File: src/rtl/simon_core.sv
// Simon memory game core: LFSR-generated colour sequence, lamp playback, key echo and scoring.
// Optional input-wait timeout is compiled in with `define SIMON_TIMEOUT_EN.
module simon_core #(
  parameter  int NUM_COLORS     = 4,
  parameter  int MAX_LEN        = 256,
  parameter  int SHOW_CYCLES    = 25000000,
  parameter  int GAP_CYCLES     = 12500000,
  parameter  int TIMEOUT_CYCLES = 250000000,
  localparam int CW             = (NUM_COLORS > 2) ? $clog2(NUM_COLORS) : 1,
  localparam int LW             = $clog2(MAX_LEN + 1)
) (
  input  logic                  clk,
  input  logic                  reset,
  input  logic                  start,
  input  logic                  key_valid,
  input  logic [CW-1:0]         key_idx,
  output logic [NUM_COLORS-1:0] lamp,
  output logic [LW-1:0]         level,
  output logic [LW-1:0]         max_score,
  output logic                  showing,
  output logic                  ready_in,
  output logic                  game_over,
  output logic                  game_won
);

  localparam int AW = (MAX_LEN > 1) ? $clog2(MAX_LEN) : 1;

  typedef enum logic [2:0] {
    IDLE,
    ADD,
    SHOW_ON,
    SHOW_GAP,
    WAIT_IN,
    PAUSE,
    LOSE,
    WIN
  } state_t;

  if (NUM_COLORS < 2 || NUM_COLORS > 16 || MAX_LEN < 2 || MAX_LEN > 1024 ||
      SHOW_CYCLES < 1 || GAP_CYCLES < 1 || TIMEOUT_CYCLES < 1) begin : g_bad_params
    $error("simon_core: parameter out of range");
  end

  state_t                  state_q, state_d;
  logic [LW-1:0]           level_q, level_d;
  logic [LW-1:0]           idx_q, idx_d;
  logic [LW-1:0]           max_q, max_d;
  logic [31:0]             timer_q, timer_d;
  logic [15:0]             lfsr_q, lfsr_d;
  logic [NUM_COLORS-1:0]   lamp_q, lamp_d;
  logic                    showing_q, showing_d;
  logic                    ready_q, ready_d;
  logic                    over_q, over_d;
  logic                    won_q, won_d;

  logic [CW-1:0]           store_q [MAX_LEN];
  logic                    store_we;
  logic [LW-1:0]           rd_addr;
  logic [CW-1:0]           rd_color;
  logic [CW-1:0]           new_color;
  logic [CW-1:0]           show_color;
  logic                    key_ok;

  function automatic logic [NUM_COLORS-1:0] onehot(input logic [CW-1:0] c);
    onehot = NUM_COLORS'(1) << c;
  endfunction

  function automatic logic [LW-1:0] best(input logic [LW-1:0] cur, input logic [LW-1:0] lvl);
    best = ((lvl - LW'(1)) > cur) ? (lvl - LW'(1)) : cur;
  endfunction

  // Codes beyond the last colour can only occur when NUM_COLORS is not a power of two.
  if (NUM_COLORS == (1 << CW)) begin : g_full_keys
    assign key_ok = 1'b1;
  end else begin : g_part_keys
    assign key_ok = (key_idx < CW'(NUM_COLORS));
  end

  assign new_color = CW'(lfsr_q % 16'(NUM_COLORS));
  assign rd_color  = store_q[rd_addr[AW-1:0]];

  // The first colour of a game is being written in ADD, so playback must bypass the store.
  assign show_color = (state_q == ADD && level_q == '0) ? new_color : rd_color;

  always_ff @(posedge clk) begin
    if (store_we) begin
      store_q[level_q[AW-1:0]] <= new_color;
    end
  end

  always_comb begin
    state_d  = state_q;
    level_d  = level_q;
    idx_d    = idx_q;
    max_d    = max_q;
    timer_d  = timer_q;
    store_we = 1'b0;
    rd_addr  = idx_q;
    lfsr_d   = lfsr_q[0] ? ((lfsr_q >> 1) ^ 16'hB400) : (lfsr_q >> 1);

    case (state_q)
      IDLE, LOSE, WIN: begin
        if (start) begin
          level_d = '0;
          idx_d   = '0;
          timer_d = '0;
          state_d = ADD;
        end
      end
      ADD: begin
        store_we = 1'b1;
        level_d  = level_q + LW'(1);
        idx_d    = '0;
        rd_addr  = '0;
        timer_d  = '0;
        state_d  = SHOW_ON;
      end
      SHOW_ON: begin
        if (timer_q == 32'(SHOW_CYCLES - 1)) begin
          timer_d = '0;
          state_d = SHOW_GAP;
        end else begin
          timer_d = timer_q + 32'd1;
        end
      end
      SHOW_GAP: begin
        if (timer_q == 32'(GAP_CYCLES - 1)) begin
          timer_d = '0;
          if (idx_q + LW'(1) == level_q) begin
            idx_d   = '0;
            state_d = WAIT_IN;
          end else begin
            idx_d   = idx_q + LW'(1);
            rd_addr = idx_q + LW'(1);
            state_d = SHOW_ON;
          end
        end else begin
          timer_d = timer_q + 32'd1;
        end
      end
      WAIT_IN: begin
        if (key_valid && key_ok) begin
          if (key_idx == rd_color) begin
            idx_d   = idx_q + LW'(1);
            timer_d = '0;
            if (idx_q + LW'(1) == level_q) begin
              if (level_q == LW'(MAX_LEN)) begin
                max_d   = LW'(MAX_LEN);
                state_d = WIN;
              end else begin
                state_d = PAUSE;
              end
            end
          end else begin
            max_d   = best(max_q, level_q);
            state_d = LOSE;
          end
        end
`ifdef SIMON_TIMEOUT_EN
        else if (timer_q == 32'(TIMEOUT_CYCLES - 1)) begin
          max_d   = best(max_q, level_q);
          timer_d = '0;
          state_d = LOSE;
        end else begin
          timer_d = timer_q + 32'd1;
        end
`endif
      end
      PAUSE: begin
        if (timer_q == 32'(GAP_CYCLES - 1)) begin
          timer_d = '0;
          state_d = ADD;
        end else begin
          timer_d = timer_q + 32'd1;
        end
      end
      default: begin
        state_d = IDLE;
      end
    endcase

    // Outputs are decoded from the next state so they line up with the registered state.
    lamp_d    = '0;
    showing_d = 1'b0;
    ready_d   = 1'b0;
    over_d    = 1'b0;
    won_d     = 1'b0;
    case (state_d)
      SHOW_ON: begin
        lamp_d    = onehot(show_color);
        showing_d = 1'b1;
      end
      SHOW_GAP: showing_d = 1'b1;
      WAIT_IN:  ready_d   = 1'b1;
      LOSE: begin
        lamp_d = onehot(rd_color);
        over_d = 1'b1;
      end
      WIN: begin
        lamp_d = '1;
        won_d  = 1'b1;
      end
      default: lamp_d = '0;
    endcase
  end

  always_ff @(posedge clk or posedge reset) begin
    if (reset) begin
      state_q   <= IDLE;
      level_q   <= '0;
      idx_q     <= '0;
      max_q     <= '0;
      timer_q   <= '0;
      lfsr_q    <= 16'hACE1;
      lamp_q    <= '0;
      showing_q <= 1'b0;
      ready_q   <= 1'b0;
      over_q    <= 1'b0;
      won_q     <= 1'b0;
    end else begin
      state_q   <= state_d;
      level_q   <= level_d;
      idx_q     <= idx_d;
      max_q     <= max_d;
      timer_q   <= timer_d;
      lfsr_q    <= lfsr_d;
      lamp_q    <= lamp_d;
      showing_q <= showing_d;
      ready_q   <= ready_d;
      over_q    <= over_d;
      won_q     <= won_d;
    end
  end

  assign lamp      = lamp_q;
  assign level     = level_q;
  assign max_score = max_q;
  assign showing   = showing_q;
  assign ready_in  = ready_q;
  assign game_over = over_q;
  assign game_won  = won_q;

endmodule

File: config.mk
export PLATFORM = sky130hd
export DESIGN_NAME = simon_core
export DESIGN_NICKNAME = d
export VERILOG_FILES = /design/src/rtl/simon_core.sv
export SDC_FILE = /design/constraint.sdc
export NUM_CORES = 1
export LEC_CHECK = 0
export ABC_CLOCK_PERIOD_IN_PS = 6300
export CAP_MARGIN = 30
export CELL_PAD_IN_SITES_DETAIL_PLACEMENT = 0
export CELL_PAD_IN_SITES_GLOBAL_PLACEMENT = 1
export CORE_UTILIZATION = 51
export CTS_CLUSTER_DIAMETER = 120
export CTS_CLUSTER_SIZE = 28
export DETAILED_ROUTE_END_ITERATION = 7
export GPL_TIMING_DRIVEN = 0
export HOLD_SLACK_MARGIN = 0.15
export PLACE_DENSITY = 0.8
export SYNTH_ARGS = -nofsm -noshare
export SYNTH_HDL_FRONTEND = slang
export SYNTH_SLANG_ARGS = --single-unit
File: constraint.sdc
create_clock -name clk -period 6.3 [get_ports clk]
set_input_delay 1.26 -clock clk [delete_from_list [all_inputs] [get_ports clk]]
set_output_delay 1.26 -clock clk [all_outputs]
set_load 0.005 [all_outputs]
==> flow_metrics.tcl <==
set metrics [dict create \
    status "complete, no violations" \
    synth.cells.most_frequent "edfxtp_1 (512), nand2_1 (474), nor2_1 (316), nand3_1 (228), mux2i_1 (83)" \
    htree_num_levels 1 \
    cp_cell_sequence "and4bb_1 > nand4_1 > or4_4 > nor2_4 > mux2i_4 > nand2_4 > clkbuf_1 > nor2_4 > nand3_1 > nand4_1 > and3_1 > o41ai_4 > o32ai_4 > xnor2_2 > a41oi_2 > or2_1 > buf_2 > o41ai_2" \
    leakagePower_nw 11.7 \
    globalRouteMet3Util_pct 9.47 \
    post-route-min-period_ns 6.28 \
    num_rows 85 \
    timing.max_cap.violations 0 \
    criticalPathCategory "register to register" \
    port_buffers 30 \
    synth_xor_area_share_pct 1.08 \
    global_route.peak_usage_layer "met2" \
    remaining_drc_errors 0 \
    postSynth.asyncResetShare_pct 14.4 \
    finalSetupViolations 0 \
    max-slew-margin-rel_pct 18.6 \
    grt_remaining_overflow 0 \
    achievable-frequency_mhz 159 \
    ctsHoldBuffers 0 \
    grt_max_degree 113 \
    final.setup.tns_ns 0 \
    grt.met2_usage_pct 52.9 \
    critical-path-max-stage-delay_ns 0.93 \
    synth_top_cell_area_share_pct 55.0 \
    die_y_um 236 \
    synth_largest_area_cell "edfxtp_1" \
    ys_seq_elements 598 \
    power_density_nw_per_um2 352 \
    grt_first_pass_wirelength_um 141000 \
    ys_seq_area_share_pct 62.8 \
    antenna_found_initial 3 \
    dominantRegCellSynth "edfxtp_1" \
    cp_launch_type "register" \
    floorplan.io_pins 32 \
    finalHoldViolCount 0 \
    number_of_global_route_vias_before_repair 20200 \
    worst_slew_pin_slew_ns 1.22 \
    post_drt_via_cell_ratio 6.43 \
    synth_top_family_by_area "simple AND/OR/NAND/NOR gates" \
    clk_pin_slew_ns 0.11 \
    vdd_drop_max_mv 0.230 \
    crit_arrival_ns 6.79 \
    synthesis.area_sq_um 27900 \
    detailedPlacementHpwl_um 68500 \
    ys.warnings.count 0 \
    cts_num_sinks 598 \
    num_vias 21200 \
    core_sq_um 53900 \
    total_die_area_sq_um 55700 \
    end_kind "register" \
    instances_no_fill 3297 \
    cp_num_buf_inv 2 \
    fin_hold_ws_ns 0.364 \
    detailedRoute.firstIterationViolations 3188 \
    fin_crit_sh_pct 99.7 \
    required_ns 6.81 \
    place_inst 3232 \
    first_pass_iters 8 \
    die_w_um 236 \
    clock_path_buffers 3 \
    synth-simple-area-share_pct 19.2 \
    cell_with_the_biggest_individual_delay_on_the_critical_path "clkbuf_1" \
    synth_enable_flop_cells 512 \
    timing_max_transition_violations_final 0 \
    post-route-util_pct 57.4 \
    global_route_usage_over_all_layers_pct 35.4 \
    nets_in_the_synthesized_netlist 2500 \
    fin_nets 2603 \
    area_growth_syn_to_layout_pct 10.9 \
    worst_hold_path_type "register to register" \
    use_met1_pct 48.7 \
    p_total_mw 10.9 \
    synth_fa_ha_area_share_pct 0.762 \
    layout-drive-gt1-share_pct 11.6 \
    worstPathMaxFanout 10 \
    fin_worst_skew_ns 0.0547 \
    synth.lib_cells_used.distinct 103 \
    synthCells 2477 \
    worst_skew_pair.late_latency_ns 0.65 \
    gp_routability_congestion 0.976 \
    tritoncts "yes" \
    tritoncts.num_buffers 25 \
    synth.area.top_cells "edfxtp_1 (55%), dfrtp_1 (7.0%), nand2_1 (6.4%), nor2_1 (4.2%), nand3_1 (4.1%)" \
    floorplan.initialDensity_pct 51.8 \
    post-synth-top-count-cell "edfxtp_1" \
    cts_root_buffer "clkbuf_16" \
    synthMuxAreaShare_pct 3.79 \
    synth-compound-area-share_pct 8.63 \
    cp_top_family "simple AND/OR/NAND/NOR gates" \
    post_synth.cell_area_avg_sq_um 11.3 \
    wl_per_cell_um 30.0 \
    drt.antenna.violating_nets 0 \
    postRouteWirelength_um 99000 \
]
## final cells by class
class / count / area [sq um]
Fill cell: 4465 / 22900
Sequential cell: 598 / 17500
Multi-Input combinational cell: 1665 / 9610
Buffer: 176 / 1100
Timing Repair Buffer: 81 / 991
Tap cell: 696 / 871
Clock buffer: 44 / 697
Inverter: 33 / 129
Clock inverter: 2 / 28.8
Antenna cell: 2 / 5.00
## flip-flops by register name, summed over array words and instances, names as in the netlist
| register | cells |
|---|---|
| state_q | 3 |
| game_won | 1 |
| store_q | 512 |
| showing | 1 |
| timer_q | 32 |
| game_over | 1 |
| ready_in | 1 |
| max_score | 9 |
| idx_q | 9 |
| level | 9 |
| lamp | 4 |
| lfsr_q | 16 |
## worst paths after layout
check | from | slack [ns] | endpoint | cells past startpoint
worst max-delay path | timer_q[22] | 0.02 | idx_q[3] | 18
worst min register to register | lfsr_q[7] | 0.36 | lfsr_q[6] | 0
min in group asynchronous | reset | 1.01 | level[3] | 2
worst max register to register | timer_q[22] | 0.02 | idx_q[3] | 18
worst min-delay path | lfsr_q[7] | 0.36 | lfsr_q[6] | 0
max in group asynchronous | reset | 4.59 | lfsr_q[5] | 3
## power breakdown
part | total [mW] | internal [mW] | switching, mW
logic | 4.37 | 1.26 | 3.11
registers | 4.51 | 4.35 | 0.166
clock network | 2.03 | 0.773 | 1.26
total | 10.9 | 6.38 | 4.53
## through the flow
stage,setup WS (ns),area (sq um)
floorplan,0.788,27900
global placement,-1.73,29100
detailed placement,-1.77,29600
CTS,0.00163,30800
global route,-0.00760,31000
finish,0.0195,31000
## cell usage in the layout, fill, tap and decap left out, types with 9 or more instances in the layout
cell type        synthesis  layout
edfxtp_1               512     512
inv_1                   30      29
clkbuf_1                82      88
and3_1                  54      52
nor3_1                  18      16
buf_6                   15      30
o21a_1                  10      10
a21oi_1                 61      60
o21ai_0                 37      36
buf_2                   57      35
mux2_2                  14      14
dfrtp_1                 78      75
nand3_1                228     226
buf_8                    0      21
a311oi_1                25      22
clkdlybuf4s50_1          0      30
a31oi_1                 19      18
mux2i_1                 83      83
nor2_1                 316     313
nor4_1                  11       9
o31ai_1                 12      11
xnor2_1                 13      13
o22ai_1                 13      13
nand4_1                 20      20
and2_1                   9       9
clkbuf_16                0      25
xor2_1                  16      16
buf_4                   17      40
nand2_1                474     474
a22o_1                  10      10
nor2b_1                 13      13
ha_1                    17      16
## metal layers
layer  part of all wire [%]  wire length [um]
met1                     39             38100
met2                     43             42900
met5                  0.013                13
met4                    5.5              5470
met3                     13             12400
## logic make-up (layout without fill, tap and decap cells)
logic type | count (synthesis) | in the layout
DFF | 598 | 598
other | 0 | 2
adders and majority gates | 17 | 17
xor gates and xnor gates | 32 | 32
and+or+nand+nor | 1203 | 1203
AOI/OAI and AO/OA | 312 | 312
muxes | 101 | 101
buffers and inverters | 214 | 336
## repair_timing
item / 4_1_cts / 5_1_grt
pin swaps: 13 / 15
buffers inserted: 11 / 8
cloned: 2 / 0
gates resized for setup: 85 / 38
endpoints found under the setup margin: 60 / 55
Note: power is estimated with default switching activity, not from simulation.
